## src/rtl/config_bus_master.sv

```systemverilog
// Per-core config bus initiator; CONFIG_BUS_MASTER_WRITE_VERIFY_EN adds a read-back check after each write.
// Latency: write strobe 1 cycle after acceptance; read data returned READ_LATENCY+1 cycles after the read strobe rises.
// Backpressure: cmd_ready only in IDLE; a response holds rsp_valid/rsp_data until rsp_ready, blocking new commands.
module config_bus_master #(
    parameter int ADDR_WIDTH   = 8,
    parameter int DATA_WIDTH   = 32,
    parameter int READ_LATENCY = 0
) (
    input  logic                  clk,
    input  logic                  reset,
    input  logic                  cmd_valid,
    output logic                  cmd_ready,
    input  logic                  cmd_write,
    input  logic [ADDR_WIDTH-1:0] cmd_addr,
    input  logic [DATA_WIDTH-1:0] cmd_data,
    output logic                  rsp_valid,
    input  logic                  rsp_ready,
    output logic [DATA_WIDTH-1:0] rsp_data,
    output logic [ADDR_WIDTH-1:0] config_config_addr,
    output logic [DATA_WIDTH-1:0] config_config_data,
    output logic                  config_read,
    output logic                  config_write,
    input  logic [DATA_WIDTH-1:0] read_config_data,
    output logic                  busy,
    output logic                  verify_err
);

    localparam int CNT_W = (READ_LATENCY > 0) ? $clog2(READ_LATENCY + 1) : 1;

`ifdef CONFIG_BUS_MASTER_WRITE_VERIFY_EN
    typedef enum logic [2:0] {IDLE, WRITE, READ, RSP, VREAD} state_t;
`else
    typedef enum logic [2:0] {IDLE, WRITE, READ, RSP} state_t;
`endif

    state_t           state;
    logic [CNT_W-1:0] cnt;

    assign cmd_ready = (state == IDLE);
    assign busy      = (state != IDLE);

`ifndef CONFIG_BUS_MASTER_WRITE_VERIFY_EN
    assign verify_err = 1'b0;
`endif

    always_ff @(posedge clk) begin
        if (reset) begin
            state              <= IDLE;
            cnt                <= '0;
            config_read        <= 1'b0;
            config_write       <= 1'b0;
            config_config_addr <= '0;
            config_config_data <= '0;
            rsp_valid          <= 1'b0;
            rsp_data           <= '0;
`ifdef CONFIG_BUS_MASTER_WRITE_VERIFY_EN
            verify_err         <= 1'b0;
`endif
        end else begin
            case (state)
                IDLE: begin
                    if (cmd_valid) begin
                        config_config_addr <= cmd_addr;
                        config_config_data <= cmd_data;
                        cnt                <= CNT_W'(READ_LATENCY);
                        if (cmd_write) begin
                            state        <= WRITE;
                            config_write <= 1'b1;
                        end else begin
                            state       <= READ;
                            config_read <= 1'b1;
                        end
                    end
                end
                WRITE: begin
                    config_write <= 1'b0;
`ifdef CONFIG_BUS_MASTER_WRITE_VERIFY_EN
                    state       <= VREAD;
                    config_read <= 1'b1;
                    cnt         <= CNT_W'(READ_LATENCY);
`else
                    state <= IDLE;
`endif
                end
                READ: begin
                    // Strobe is dropped on the same edge that captures the readback.
                    if (cnt == '0) begin
                        rsp_data    <= read_config_data;
                        rsp_valid   <= 1'b1;
                        config_read <= 1'b0;
                        state       <= RSP;
                    end else begin
                        cnt <= cnt - CNT_W'(1);
                    end
                end
                RSP: begin
                    if (rsp_ready) begin
                        rsp_valid <= 1'b0;
                        state     <= IDLE;
                    end
                end
`ifdef CONFIG_BUS_MASTER_WRITE_VERIFY_EN
                VREAD: begin
                    if (cnt == '0) begin
                        if (read_config_data != config_config_data) begin
                            verify_err <= 1'b1;
                        end
                        config_read <= 1'b0;
                        state       <= IDLE;
                    end else begin
                        cnt <= cnt - CNT_W'(1);
                    end
                end
`endif
                default: state <= IDLE;
            endcase
        end
    end

endmodule

```

## config.mk

```make
export PLATFORM = sky130hd
export DESIGN_NAME = config_bus_master
export DESIGN_NICKNAME = d
export VERILOG_FILES = /design/src/rtl/config_bus_master.sv
export SDC_FILE = /design/constraint.sdc
export NUM_CORES = 1
export LEC_CHECK = 0
export CORE_MARGIN = 10
export CORE_UTILIZATION = 34
export CTS_CLUSTER_SIZE = 14
export DETAILED_ROUTE_END_ITERATION = 8
export PLACE_DENSITY = 0.76
export REMOVE_ABC_BUFFERS = 1
export SYNTH_ARGS = -nofsm -noshare
export SYNTH_HDL_FRONTEND = slang
export SYNTH_SLANG_ARGS = --single-unit
export TNS_END_PERCENT = 1
```

## constraint.sdc

```tcl
create_clock -name clk -period 1.2 [get_ports clk]
set_input_delay 0.24 -clock clk [delete_from_list [all_inputs] [get_ports clk]]
set_output_delay 0.24 -clock clk [all_outputs]
set_load 0.02 [all_outputs]
```

==> qor.csv <==
stage,metric,value,unit
power,Power Dens Cells,1370,nW/um2
worst_setup_path,"Slowest-stage cell, CP",or3b_4,
grt,met1 Resource Use GR,15.6,%
die,die height,109,um
cells_and_area,Nets,567,
clock_tree,Worst-path clk slew,0.08,ns
worst_setup_path,CP Cell Sequence,"buf_6, or3b_4, buf_12, nand2_1, a21oi_1",
drt,vias per cell,4.61,
worst_setup_path,CP peak stage delay,0.45,ns
grt,number of global-route vias before repair,2639,
grt,met2 global-route usage,25.7,%
timing,f_max,748,MHz
placement,GPL Wtd Cong,0.825,
clock_tree,clock latency on the worst-skew pair,0.33,ns
timing,Tcrit/Tclk final,111,%
timing,Final Hold Fails,0,
worst_setup_path,reg-to-reg critical path startpoint,state[1],
synth,Main synth FF type,dfxtp_1,
synth,async set-reset flop share out of synthesis,0,%
clock_tree,CTS tree,yes,
timing,"Setup violations, final",68,
clock_tree,clock root cell,clkbuf_8,
drt,drt total wl,9040,um
worst_setup_path,critical path arrival,1.56,ns
run_status,status,"complete, but fails checks",
cells_and_area,P&R area growth vs syn,58.5,%
run_status,failing checks,setup timing,
die,die width,109,um
worst_hold_path,worst hold stages,2,
timing,Pins Over Slew Limit,0,
synth,Syn Area/Cell,7.98,um2
worst_setup_path,Bufs and invs on worst path,2,
timing,RSZ-0062 raised after global routing,true,
worst_setup_path,Worst setup EP type,register,
power,Pint,4.30,mW
drt,drt first-iter violations,94,
worst_hold_path,HP Start,reset,
synth,cell count after synthesis,341,
worst_setup_path,CP Class,reg -> reg,
synth,"top cells by area, synth","dfxtp_1, nand2_1, a21oi_1, buf_6, buf_2",
synth,synth warn,0,
timing,setup tns final,-5.43,ns
worst_setup_path,CP Max Fanout,20,
clock_tree,"Setup Fix Bufs, Post-CTS",0,
power,Comb power frac,19.6,%
synth,"FF+latch count, synth",77,
grt,busiest layer in global routing,met2,
worst_hold_path,worst hold path class,in -> reg,
clock_tree,CTS Buf Count,9,
placement,HPWL Detailed,6560,um
synth,Synth cell types,18,
worst_hold_path,Min-Delay Endpoint,config_config_data[0],
synth,Commonest cells post-synth,"nand2_1, dfxtp_1, a21oi_1",
worst_setup_path,CP required,1.42,ns
grt,first-pass GRT wire length,13700,um
clock_tree,clock buffer depth,2,
placement,Port Buffers,153,
drt,number of remaining DRC errors,0,
worst_setup_path,r2r setup slk,-0.14,ns
cells_and_area,# fillers,747,
timing,clock skew,0.00461,ns
placement,pre-CTS setup slack,-0.434,ns
power,Clk pwr share,33.2,%
synth,biggest area consumer among synthesized cells,dfxtp_1,
power,NetSw,1.59,mW
flow_run,maxcap violations,0,
power,Leakage Power,1.82,nW
die,row count,32,
die,Ports,155,
die,core area,7770,um2
drt,vias,2749,
clock_tree,CTS sink cnt,77,
timing,Final WS setup,-0.137,ns
synth,"EDFF count, synth",0,
power,VDD IR max,645,uV
clock_tree,# H-tree levels,3,
power,part of the power in registers,47.3,%
drt,wire length per cell,15.2,um
cells_and_area,fin util,55.5,%
grt,GRT overflow,0,
power,switch share,26.9,%
synth,post-synthesis sequential area ratio,56.7,%
cells_and_area,layout cells sized above 1,25.1,%
worst_setup_path,reg-to-reg endpoint,config_config_data[29],
drt,Final ANT Viol Nets,0,
timing,Final min period,1.34,ns
grt,pin count of the biggest net entering global routing,41,
drt,DRT Pass-1 Iters,4,
grt,initial antenna violation count,0,
synth,post-synth top area share,56.7,%
worst_setup_path,Worst path top cell family by delay,simple AND/OR/NAND/NOR gates,
die,initial core utilization,35.0,%
grt,aggregate global-route resource usage,14.3,%
cells_and_area,# diodes,0,
synth,"count leader, synth",nand2_1,
die,die area,12000,um2
worst_setup_path,R2R depth,5,
grt,met3 usage,4.68,%
worst_setup_path,Startpoint Class,register,
synth,Post-Syn Area,2720,um2
==> cells by family after synthesis <==
group | share of synthesized area (%)
buffers and inverters | 6.21
AO/OA/AOI/OAI | 14.6
other | 0.138
AND/OR/NAND/NOR | 22.4
flip-flops | 56.7
==> how the worst max path moves through the flow <==
stage                              to      start  slack, ns  depth (start not counted)
5_1_grt        config_config_data[31]   state[1]      -0.19                          5
4_1_cts        config_config_data[29]   state[1]      -0.15                          5
3_5_place_dp              config_read  cmd_valid      -0.43                          4
6_report       config_config_data[29]   state[1]      -0.14                          5
2_1_floorplan             rsp_data[0]   state[1]      -0.70                          3
3_3_place_gp              config_read  cmd_valid      -0.39                          4
==> layer usage <==
metal,vias to the layer above,wire (um)
met5,-,0
met4,0,112
met3,9,466
met2,79,4820
met1,1278,3640
li1,1383,-
==> metrics by stage <==
stage	power, mW	cells	instance area, um2	hold slack (ns)
finish	5.89	596	4310	0.256
CTS	6.03	596	4640	0.251
detailed placement	4.09	580	4380	0.446
global route	6.18	596	4310	0.259
floorplan	3.31	314	2560	0.309
global placement	4.07	580	4380	0.441
==> cell usage in the layout (no fill, tap or decap) <==
cell type        count
nand2_1            147
dfxtp_1             75
clkdlybuf4s50_1     75
buf_2               74
a21oi_1             63
a21oi_2             12
clkbuf_8            11
buf_12               6
buf_4                4
inv_1                3
clkdlybuf4s15_2      3
a211oi_1             2
clkinv_2             2
buf_6                2
dfxtp_2              2
nor2_2               1
nor3b_4              1
or3b_4               1
nor2b_4              1
nand2b_1             1
nand3b_1             1
or3b_2               1
nor2_1               1
a31oi_1              1
conb_1               1
clkinvlp_4           1
bufinv_16            1
buf_16               1
==> registers in the layout, summed over array words and instances, names as in the netlist <==
signal / flops
rsp_data: 32
config_config_data: 32
config_read: 1
config_write: 1
config_config_addr: 8
rsp_valid: 1
state: 2
==> power by group through the flow <==
| stage | clock, mW | sequential (mW) | combinational (mW) |
|---|---|---|---|
| after floorplan | 0 | 3.03 | 0.281 |
| after global placement | 0 | 2.84 | 1.23 |
| after detailed placement | 0 | 2.84 | 1.25 |
| after CTS | 2.02 | 2.79 | 1.23 |
| after global routing | 2.13 | 2.80 | 1.25 |
| final | 1.95 | 2.78 | 1.15 |
==> area by class of cell <==
cell class                 instances  area (um2)  area share (%)
tap                              102         128            2.96
clock buffer                      11         151            3.51
inverter                           3        11.3           0.261
clock inverter                     4        47.5            1.10
sequential                        77        1540            35.8
multi-input combinational        234        1070            24.9
timing repair buffer             165        1360            31.4
==> repair_timing <==
action                     CTS  global route
resized for setup          260            68
hold buffers                 0             0
gates cloned                 1             0
pin swaps                    1             0
setup endpoints to repair  152           134
==> worst register-to-register path, delay by kind of cell (launching register included) <==
family                 cells  cell delay [ns]
AOI/OAI and AO/OA          1             0.06
buffers and inverters      2             0.30
DFF                        1             0.34
and+or+nand+nor            2             0.53
(Power assumes the default switching activity.)
